### config.mk
export PLATFORM = sky130hd
export DESIGN_NAME = res_byte_tx
export DESIGN_NICKNAME = d
export VERILOG_FILES = /design/src/rtl/res_byte_tx_pkg.sv /design/src/rtl/res_byte_tx.sv
export SDC_FILE = /design/constraint.sdc
export NUM_CORES = 1
export LEC_CHECK = 0
export BUFFER_PORTS_ARGS = -buffer_cell sky130_fd_sc_hd__buf_2
export CAP_MARGIN = 20
export CORE_MARGIN = 2
export CORE_UTILIZATION = 40
export DETAILED_ROUTE_END_ITERATION = 6
export GPL_ROUTABILITY_DRIVEN = 0
export PLACE_DENSITY = 0.67
export SKIP_LAST_GASP = 1
export SYNTH_ARGS = -nofsm -noshare
export SYNTH_HDL_FRONTEND = slang
export SYNTH_SLANG_ARGS = --single-unit
### constraint.sdc
create_clock -name CLK -period 1.9 [get_ports CLK]
set_clock_uncertainty 0.2 [all_clocks]
set_input_delay 0.285 -clock CLK [delete_from_list [all_inputs] [get_ports CLK]]
set_output_delay 0.285 -clock CLK [all_outputs]
set_load 0.01 [all_outputs]
### src/rtl/res_byte_tx_pkg.sv
// Shared constants for the result-to-UART byte transmitter.
package res_byte_tx_pkg;

    localparam int unsigned BYTE_W = 8;

    typedef enum logic [1:0] {
        StIdle,
        StLoad,
        StWaitAck,
        StWaitDone
    } tx_state_e;

endpackage

### src/rtl/res_byte_tx.sv
// Captures one ALU/CMP result word and streams it byte-by-byte to the UART transmitter.
// Results that arrive while a word is in flight are dropped and flagged on OVF.
module res_byte_tx
    import res_byte_tx_pkg::*;
#(
    parameter int unsigned N         = 16,
    parameter bit          MSB_FIRST = 1'b0,
    parameter int unsigned ACK_TO    = 15
) (
    input  logic             CLK,
    input  logic             RST,
    input  logic [N-1:0]     RES_DATA,
    input  logic             RES_VALID,
    input  logic             OVF_CLR,
    input  logic             TX_BUSY,
    output logic [BYTE_W-1:0] TX_P_DATA,
    output logic             TX_D_VALID,
    output logic             BUSY,
    output logic             OVF
);

    localparam int unsigned BYTES = N / BYTE_W;
    localparam int unsigned IDXW  = (BYTES > 1) ? $clog2(BYTES) : 1;
    localparam int unsigned TOW   = (ACK_TO > 1) ? $clog2(ACK_TO) : 1;

    localparam logic [IDXW-1:0] IDX_LAST = IDXW'(BYTES - 1);
    localparam logic [TOW-1:0]  TO_LAST  = TOW'(ACK_TO - 1);

    tx_state_e         state;
    logic [N-1:0]      buffer;
    logic [IDXW-1:0]   idx;
    logic [TOW-1:0]    tocnt;
    int unsigned       byte_sel;
    logic [BYTE_W-1:0] cur_byte;
    logic              last_done;

    always_comb begin
        byte_sel = MSB_FIRST ? (BYTES - 1 - 32'(idx)) : 32'(idx);
        cur_byte = BYTE_W'(buffer >> (BYTE_W * byte_sel));
    end

    // Final byte acknowledged this cycle: the only busy cycle where a new result is accepted.
    assign last_done = (state == StWaitDone) && !TX_BUSY && (idx == IDX_LAST);

    always_ff @(posedge CLK or negedge RST) begin
        if (!RST) begin
            state      <= StIdle;
            buffer     <= '0;
            idx        <= '0;
            tocnt      <= '0;
            TX_P_DATA  <= '0;
            TX_D_VALID <= 1'b0;
            BUSY       <= 1'b0;
            OVF        <= 1'b0;
        end else begin
            TX_D_VALID <= 1'b0;
            if (OVF_CLR) begin
                OVF <= 1'b0;
            end
            // A drop in the same cycle as OVF_CLR must leave OVF set, so this comes second.
            if (RES_VALID && state != StIdle && !last_done) begin
                OVF <= 1'b1;
            end

            unique case (state)
                StIdle: begin
                    if (RES_VALID) begin
                        buffer <= RES_DATA;
                        idx    <= '0;
                        BUSY   <= 1'b1;
                        state  <= StLoad;
                    end
                end
                StLoad: begin
                    if (!TX_BUSY) begin
                        TX_P_DATA  <= cur_byte;
                        TX_D_VALID <= 1'b1;
                        tocnt      <= '0;
                        state      <= StWaitAck;
                    end
                end
                StWaitAck: begin
                    if (TX_BUSY) begin
                        state <= StWaitDone;
                    end else if (tocnt == TO_LAST) begin
                        state <= StLoad;
                    end else begin
                        tocnt <= tocnt + 1'b1;
                    end
                end
                StWaitDone: begin
                    if (!TX_BUSY) begin
                        if (idx != IDX_LAST) begin
                            idx   <= idx + 1'b1;
                            state <= StLoad;
                        end else if (RES_VALID) begin
                            buffer <= RES_DATA;
                            idx    <= '0;
                            state  <= StLoad;
                        end else begin
                            BUSY  <= 1'b0;
                            state <= StIdle;
                        end
                    end
                end
                default: state <= StIdle;
            endcase
        end
    end

endmodule

Word-level counts from Yosys, hierarchy flattened:

Cells that the tools add are included.

* multiplexer cells: 30
* bitwise gates (word level): 1
* $add $sub $neg: 2
* shift-type cells: 1
* equality and inequality tests: 12
* reductions and logical operators: 17

Operator list (count)
* $mux 16: 3
* $pmux 16 s2: 1
* $shr 16x4->8: 1
* $mux 1: 14
* $ne 2x2->1 const B: 7
* $mux 4: 3
* $mux 2: 5
* $pmux 2 s4: 1
* $pmux 4 s2: 1
* $reduce_and 4->1: 2
* $reduce_bool 2->1: 4
* $reduce_and 3->1: 2
* $reduce_and 5->1: 1
* $add 4x1->4 const B: 1
* $eq 2x2->1 const B: 2
* $eq 4x4->1 const B: 1
* $logic_and 1x1->1: 4
* $pmux 1 s2: 2
* $ne 3x3->1 const B: 1
* $eq 2x1->1 const B: 1
* $logic_not 1->1: 2
* $logic_not 2->1: 1
* $reduce_and 2->1: 1
* $add 1x1->1 const B: 1
* $not 1->1: 1

* logic and storage cells: 71
* bits of input ports: 21
* flip-flop bits (word level): 34
* output and inout port bits: 11

Longest topological paths before layout:

Gate-level depths: netlist of run 1.

* depth in word-level cells: 6
* mapped depth: 5
* gate-level depth less buffers: 5

Least setup slack after synthesis of run 1:

OpenSTA, ideal clock, no wires.

* path type: register to register
* from: register state[0]
* to: register buffer[0]
* stages on the path, launching flop included: 6
* library setup time: 125 ps
* buffers on the path: 2
* path slack: 72 ps
* data required time: 1575 ps
* period minus slack after synthesis: 1828 ps
* data arrival time: 1503 ps
* cells stage by stage: dfrtp_1 > buf_6 > and4b_1 > o21ai_2 > buf_4 > mux2_2

* word-level cells in the longest chain between the ends: 3
* elaborated cells on any way between the ends: 7
* those cells by class: eq/ne: 3; mux: 1; reduce/logical: 3

Ends and longest elaborated chain
* from (decl): RTL line res_byte_tx.sv:29 `tx_state_e state;`
* from (signal assigned): RTL line res_byte_tx.sv:47 `state <= StIdle;`
* from (signal assigned): RTL line res_byte_tx.sv:71 `state <= StLoad;`
* from (signal assigned): RTL line res_byte_tx.sv:79 `state <= StWaitAck;`
* $eq 2x2->1 or $logic_not 2->1 (tied branches): RTL line res_byte_tx.sv:65 `unique case (state)`
* $ne 2x2->1 (no source line) or $reduce_bool 2->1 (tied branches)
* $reduce_and 3->1 (no source line)
* to (signal assigned): RTL line res_byte_tx.sv:48 `buffer <= '0;`
* to (signal assigned): RTL line res_byte_tx.sv:68 `buffer <= RES_DATA;`
* to (signal assigned): RTL line res_byte_tx.sv:97 `buffer <= RES_DATA;`
* to (decl): RTL line res_byte_tx.sv:30 `logic [N-1:0] buffer;`

Several ways; a longest one is shown, not always the timed one.
A chain may end at the register's enable or synchronous reset.

Final worst setup path of run 1:

* from: register state[1]
* to: register tocnt[3]

* word-level cells in the longest chain between the ends: 3
* elaborated cells on any way between the ends: 8
* those cells by class: eq/ne: 5; mux: 1; reduce/logical: 2

Ends and longest elaborated chain
* $eq 2x2->1 or $eq 2x1->1 (tied branches): RTL line res_byte_tx.sv:65
* $ne 2x2->1 (no source line) or $reduce_bool 2->1 (tied branches)
* $reduce_and 4->1 (no source line)
* to (signal assigned): RTL line res_byte_tx.sv:88 `tocnt <= tocnt + 1'b1;`
* to (decl): RTL line res_byte_tx.sv:32 `logic [TOW-1:0] tocnt;`

Several ways; a longest one is shown, not always the timed one.

==> results of run 1 <==
## routing by layer
| layer | up-vias | global-route usage |
|---|---|---|
| met5 | - | 0 |
| met3 | 5 | 0.03748 |
| met2 | 37 | 0.2576 |
| met4 | 0 | 0.05990 |
| li1 | 528 | - |
| met1 | 504 | 0.1767 |
## repair_timing
| action | CTS | global route |
|---|---|---|
| gates resized for setup | 0 | 1 |
| setup buffers | 0 | 0 |
| setup endpoints to repair | 0 | 2 |
| hold endpoints to repair | 35 | 0 |
| hold buffers | 2 | 0 |
## per-stage QoR
step                  util  power, mW  cells  setup slack (ns)
global placement    0.4757      2.278    204            0.1472
detailed placement  0.4757      2.339    204           0.06123
finish              0.5068      2.855    214           0.08287
global route        0.5068      3.090    214           0.02000
CTS                 0.5062      2.886    214           0.05411
floorplan                -      2.014    129           0.07247
## cell families (layout without fill, tap and decap cells)
| group | after synthesis | count (layout) | synth area share |
|---|---|---|---|
| buf+inv | 15 | 52 | 0.04497 |
| mux | 26 | 26 | 0.1832 |
| simple gates | 27 | 27 | 0.09650 |
| compound gates | 25 | 25 | 0.1030 |
| flops | 34 | 34 | 0.5560 |
| fa+ha+maj | 2 | 2 | 0.01635 |
## critical path, stage by stage, from the launching register on
cell	delay (ns)
dfrtp_1	0.47
or3b_4	0.45
or4_1	0.52
nand4_1	0.11
## state kept, by name, summed over array words and instances, names as in the netlist
name        cells
BUSY            1
OVF             1
TX_D_VALID      1
TX_P_DATA       8
buffer         16
idx             1
state           2
tocnt           4
## synth_stat cells
master and number:
o32ai_1 1, buf_1 1, buf_6 1, nand3_1 2, o21ai_2 1, and3_1 1, nor3b_1 1, clkbuf_2 1
nor2_1 3, a21oi_1 3, nand2b_1 2, and2b_1 1, o311ai_0 1, nand3b_1 1, dfrtp_1 34, a221oi_1 1
o22ai_1 1, mux2_2 16, nand4_1 1, o21a_1 1, clkbuf_1 3, buf_4 1, nand2_1 10, or4_1 1
mux2i_1 10, o211ai_1 1, o221ai_1 2, ha_1 2, o21ai_0 12, or3b_2 1, and4b_1 1, a2bb2oi_1 1
nor2b_1 1, or3b_1 1, inv_1 8
## power groups by stage
stage / Sequential (mW) / Combinational (mW) / Clock, mW
2_1_floorplan: 1.29 / 0.721 / 0
3_3_place_gp: 1.29 / 0.984 / 0
3_5_place_dp: 1.32 / 1.02 / 0
4_1_cts: 1.31 / 1.03 / 0.553
5_1_grt: 1.36 / 1.14 / 0.592
6_report: 1.31 / 1.01 / 0.538
## layout make-up
cell class,count,area [um2],share of cell area
Sequential cell,34,850.8,0.4585
Multi-Input combinational cell,80,613.1,0.3304
Clock buffer,7,86.33,0.04653
Inverter,8,30.03,0.01618
Timing Repair Buffer,36,210.2,0.1133
Tap cell,48,60.06,0.03237
Clock inverter,1,5.005,0.002697
## how the worst max path moves through the flow
stage	from	endpoint	slack [ns]	depth (start not counted)
floorplan	state[0]	buffer[0]	0.07	5
global placement	state[0]	tocnt[3]	0.15	3
detailed placement	state[0]	tocnt[3]	0.06	3
CTS	state[0]	tocnt[3]	0.05	3
global route	state[1]	tocnt[3]	0.02	3
finish	state[1]	tocnt[3]	0.08	3
==> out/results.ini, run 1 <==
[place]
io_buffers=31
dp_hpwl_um=1995
dpl-instance-area_mm2=0.001742

[sta]
tightest_slew_ns=0.7319
setup_viol=0
finalHoldViolCount=0
finalMaxSlewViolations=0
fin_crit_ns=1.817
hold_slack_ns=0.03346
fmax_mhz=550.3
slew_headroom=0.5121
rsz0062_at_grt=false
min_period_over_period=0.9564
tns_ns=0

[synthesis]
avgSynthCellArea_um2=11.86
yosysUniqueCellTypes=35
synthTopCellsByArea=dfrtp_1 (56%), mux2_2 (12%), mux2i_1 (6.5%)
syn_nets=152
yosysWarnings=0
synthCells=129
seq_area_frac_synth=0.5560
ys_ff_latch=34
synth_top_area_frac=0.5560
synth_area_leader_cell=dfrtp_1
syn_area_mm2=0.001530

[pwr]
power_frac_seq=0.457
p_int_mw=1.906
p_per_area_mw_per_mm2=1538
pwr-share-clk=0.188
leakagePower_nw=0.8856
p_switching_uw=948.5
pwr-share-comb=0.354
ir_drop_uv=667.3
p_sw_frac=0.3323

[drt]
drc=0
route.met3.wl_um=161
drt_iter0_drc=101
drt-met1-wl_um=1237
vias=1074
first_pass_iters=4
vias_per_cell=5.019
wl_per_cell_um=12.92
wl_met2_um=1345
antenna_left=0
finalWirelength_um=2764
dr.max_layer_used=met4

[clocking]
root_buffer=clkbuf_8
numCtsBuffers=5
path_clk_slew_ns=0.07
clk_path_buf_depth=2
clkLatencyLatePin_ns=0.28
cts_htree_levels=2
cts_tree=built
cts_sinks=34

[critical_path]
cp-end-kind=register
cp_data_arrival_time_ns=1.83
crit_type=reg -> reg
cp-start-kind=register
cp.required_ns=1.91
critPathMaxFanout=9
reg2regPathDepth=3
rrSetupSlack_ns=0.08
r2r_end=tocnt[3]
r2r_start=state[1]

[floorplanning]
num_io_pins=32
die_h_um=65.85
dieArea_mm2=0.004336
core_area_mm2=0.003661
dieWidth_um=65.85
start_util=0.4180
num_rows=22

[global_route]
grt_max_degree=35
gr-total-overflow=0
grt_antenna_before_repair=0
grt_pass1_wl_um=4878
grt_pass1_vias=1127
track_usage=0.1491

[final_layout]
nets=188
diodes=0
syn_to_final_growth_pct=21.26
layout_common_cells=dfrtp_1 (34), buf_2 (31), mux2_2 (16)
fin_area_mm2=0.001856
nFillCells=333
final_common_cell=dfrtp_1
drive_gt1_frac=0.3614

[hold_path]
hold_class=in -> reg
holdPathStages=2
holdPathEnd=buffer[1]
worstHoldStart=RES_DATA[1]

[run_status]
status=completed

[run]
maxCapViolCount=0

Note: power is estimated with default switching activity, not from simulation.
==> run 2, diff against run 1 <==
Settings changed: CORE_UTILIZATION 40 to 47, PLACE_DENSITY 0.67 to 0.76.
==> run 2 against run 1 <==
Compared with the run above: routed wire length is 6.7% higher; fmax is 1.1% higher; critical path depth is 1 higher; final cell count is 5.6% higher; core utilization is 14 points higher; power is 3.1% lower; sequential share of layout area is 3.0 points lower; sequential power hardly changed.
==> out/results.ini, run 2 (same netlist as run 1, synthesis figures left out) <==
[place]
dp_cells=200
dpl-instance-area_mm2=0.001737
io_buffers=31
place_ws_ns=0.08271
dp_hpwl_um=2044

[final_layout]
nFillCells=259
drive_gt1_frac=0.3407
layout_common_cells=dfrtp_1 (34), buf_2 (31), dlygate4sd3_1 (18)
fin_area_mm2=0.001986
syn_to_final_growth_pct=29.76
finalNonFillerCells=226
largest_reg_flops=16
diodes=0
nets=204
regMostFlops=buffer
reg_top3=buffer: 16 flops, TX_P_DATA: 8 flops, tocnt: 4 flops
multi_input_area_um2=615.6
final_util=0.6451
final_common_cell=dfrtp_1
ff_latch_area_um2=850.8

[floorplanning]
dieArea_mm2=0.003728
dieWidth_um=61.06
core_area_mm2=0.003078
num_rows=20
die_h_um=61.06
num_io_pins=32
start_util=0.4972

[global_route]
gr-total-overflow=0
grt_max_degree=35
grt_pass1_wl_um=4988
grt_antenna_before_repair=0
track_usage=0.1817
grt_pass1_vias=1129

[drt]
dr.max_layer_used=met4
route.met3.wl_um=138
finalWirelength_um=2948
wl_per_cell_um=13.04
drt_iter0_drc=29
drt-met1-wl_um=1347
wl_met2_um=1447
drc=0
vias=1145
first_pass_iters=4
antenna_left=0
vias_per_cell=5.066

[critical_path]
crit_buf_inv=1
cp-end-kind=register
crit_type=reg -> reg
r2r_start=state[0]
crit_slowest_cell=dfrtp_1
cp-start-kind=register
critPathMaxFanout=15
critPathLaunch=state[0]
cp_num_cells=4
crit_chain=and4b_1 -> o21ai_2 -> buf_12 -> mux2_2
rrSetupSlack_ns=0.10
crit_path_end=buffer[15]
r2r_end=buffer[15]
slowest_delay_ns=0.49
path_delay_family=flip-flops
reg2regPathDepth=4
cp.required_ns=1.91
cp_data_arrival_time_ns=1.80

[run_status]
status=completed

[sta]
fin_ws_ns=0.1018
fin_crit_ns=1.798
slew_headroom=0.5172
setup_viol=0
tightest_slew_ns=0.7242
fmax_mhz=556.1
finalHoldViolCount=0
min_period_over_period=0.9464
hold_slack_ns=0.06453
finalMaxSlewViolations=0
rsz0062_at_grt=false
tns_ns=0

[hold_path]
hold_class=in -> reg

[pwr]
p_per_area_mw_per_mm2=1393
fin_total_pwr_mw=2.766
leakagePower_nw=0.9380
ir_drop_uv=752.7

[clocking]
clk_path_buf_depth=2
cts_setup_buffers=0
root_buffer=clkbuf_4
clkLatencyLatePin_ns=0.31
path_clk_slew_ns=0.10
numCtsBuffers=5
cts_tree=built
cts_htree_levels=2
cts_sinks=34

[run]
maxCapViolCount=0

## run 2: how the worst min path moves through the flow
stage                      from  slack [ns]  cells after the start   endpoint
floorplan                   RST       -0.21                      0       BUSY
global placement            RST        0.18                      1   tocnt[3]
detailed placement          RST        0.19                      1   tocnt[3]
CTS                 RES_DATA[8]       0.004                      2  buffer[8]
global route          RES_VALID        0.06                      2        idx
finish                RES_VALID        0.06                      2        idx
## run 2: power breakdown
| group | internal [mW] | switching [mW] | leakage, nW |
|---|---|---|---|
| Clock | 0.178 | 0.231 | 0.0343 |
| Sequential | 1.07 | 0.236 | 0.415 |
| Combinational | 0.563 | 0.489 | 0.489 |
## run 2: final cells by class
| type | count | area share |
|---|---|---|
| flip-flops and latches | 34 | 0.4285 |
| multi-input cells | 80 | 0.3100 |
| clock inverters | 2 | 0.006301 |
| well taps | 44 | 0.02773 |
| clock buffers | 6 | 0.02583 |
| repair buffers | 52 | 0.1865 |
| inverters | 8 | 0.01512 |
## run 2: routing by layer
metal  track usage  vias up
li1              -      558
met1        0.2380      553
met2        0.2948       32
met3       0.05042        2
met4       0.05590        0
met5             0        -
## run 2: what timing repair did
action	in CTS	in global routing
setup endpoints to repair	0	4
resized for setup	0	2
hold buffers	17	1
endpoints found under the hold margin	50	1
==> run 3, diff against run 2 <==
Settings changed: PLACE_DENSITY 0.76 to 0.73.
==> run 3 against run 2 <==
Compared with the run above: critical path depth rose by 1; sequential share of layout area shrank 0.29 points; worst setup slack got worse by 0.036 ns; final cell count is the same; final area rose by 0.82%; critical path type unchanged; fmax shrank 2.0%.
==> out/results.ini, run 3 (same netlist as run 1, synthesis figures left out) <==
[drt]
first_pass_iters=4
drc=0
finalWirelength_um=2969
dr.max_layer_used=met4
wl_per_cell_um=13.14
drt-met1-wl_um=1280
route.met3.wl_um=129
wl_met2_um=1516
antenna_left=0
vias=1139
drt_iter0_drc=38
vias_per_cell=5.040

[clocking]
numCtsBuffers=5
cts_sinks=34
clkLatencyLatePin_ns=0.33
cts_setup_buffers=0
clk_path_buf_depth=2
path_clk_slew_ns=0.11
cts_htree_levels=2
cts_tree=built
root_buffer=clkbuf_4

[final_layout]
drive_gt1_frac=0.3462
regMostFlops=buffer
layout_common_cells=dfrtp_1 (33), buf_2 (31), dlygate4sd3_1 (18)
syn_to_final_growth_pct=30.83
finalNonFillerCells=226
nFillCells=242
nets=204
final_common_cell=dfrtp_1
reg_top3=buffer: 16 flops, TX_P_DATA: 8 flops, tocnt: 4 flops
final_util=0.6504
diodes=0
largest_reg_flops=16

[sta]
rsz0062_at_grt=true
finalMaxSlewViolations=0
setup_viol=0
hold_slack_ns=0.05642
fin_crit_ns=1.834
slew_headroom=0.5199
finalHoldViolCount=0
fmax_mhz=545.2
tns_ns=0
tightest_slew_ns=0.7201
min_period_over_period=0.9654

[critical_path]
crit_type=reg -> reg
cp_data_arrival_time_ns=1.81
critPathMaxFanout=5
cp-start-kind=register
cp.required_ns=1.88
cp-end-kind=register

[floorplanning]
dieArea_mm2=0.003728
die_h_um=61.06
core_area_mm2=0.003078
start_util=0.4972
num_rows=20
num_io_pins=32
dieWidth_um=61.06

[global_route]
grt_max_degree=35
gr-total-overflow=0
grt_pass1_vias=1147
grt_antenna_before_repair=0
grt_pass1_wl_um=5195
track_usage=0.1975

[run]
maxCapViolCount=0

[pwr]
leakagePower_nw=0.9471
fin_total_pwr_mw=2.840
ir_drop_uv=649.4
p_per_area_mw_per_mm2=1419

[place]
io_buffers=31
dp_hpwl_um=1893
dp_cells=200

[hold_path]
hold_class=in -> reg

[run_status]
status=completed

-- run 3: cell count changes in the layout (fill, tap and decap cells not counted) --
cell	change
dfrtp_1	-1
clkbuf_8	+2
clkinvlp_4	-1
clkinv_2	-1
dfrtp_2	+1
-- run 3: layout make-up --
| class | instances | area [um2] | share of cell area |
|---|---|---|---|
| flip-flops and latches | 34 | 852.1 | 0.4256 |
| multi-input cells | 80 | 615.6 | 0.3075 |
| repair buffers | 52 | 370.4 | 0.1850 |
| clock buffers | 8 | 78.83 | 0.03937 |
| well taps | 44 | 55.05 | 0.02750 |
| inverters | 8 | 30.03 | 0.01500 |
-- run 3: final timing paths --
check                             start      endpoint  slack [ns]  cells after the start
max                            tocnt[0]      tocnt[2]        0.07                      5
min                           RES_VALID           idx        0.06                      2
max reg2reg                    tocnt[0]      tocnt[2]        0.07                      5
min reg2reg                TX_P_DATA[6]  TX_P_DATA[6]        0.29                      2
max in group asynchronous           RST      state[1]        0.66                      2
min in group asynchronous           RST      tocnt[2]        0.33                      2
-- run 3: critical path, cell delays in order (launching register included) --
cell	delay, ns
dfrtp_1	0.44
inv_1	0.07
ha_1	0.13
and3_1	0.25
nor2_2	0.10
o311ai_0	0.48
-- run 3: report_power, final --
part | total [mW] | internal (mW) | switching, mW
Clock | 0.483 | 0.253 | 0.230
Sequential | 1.31 | 1.07 | 0.233
Combinational | 1.05 | 0.562 | 0.489
Total | 2.84 | 1.89 | 0.953
-- run 3: timing repair --
action,4_1_cts,5_1_grt
resized for setup,0,3
endpoints found under the setup margin,0,4
hold buffers,18,0
endpoints found under the hold margin,51,0
-- run 3: layer usage --
metal	vias up	track usage
met3	4	0.06933
li1	561	-
met2	37	0.3237
met5	-	0
met1	537	0.2380
met4	0	0.08075
-- run 3: through the flow --
stage / setup WS [ns] / cell area (um2)
after floorplan: 0.07247 / 1530
after global placement: 0.1438 / 1737
after detailed placement: 0.08344 / 1737
after CTS: 0.002919 / 1996
after global routing: -0.0008511 / 2002
final: 0.06571 / 2002
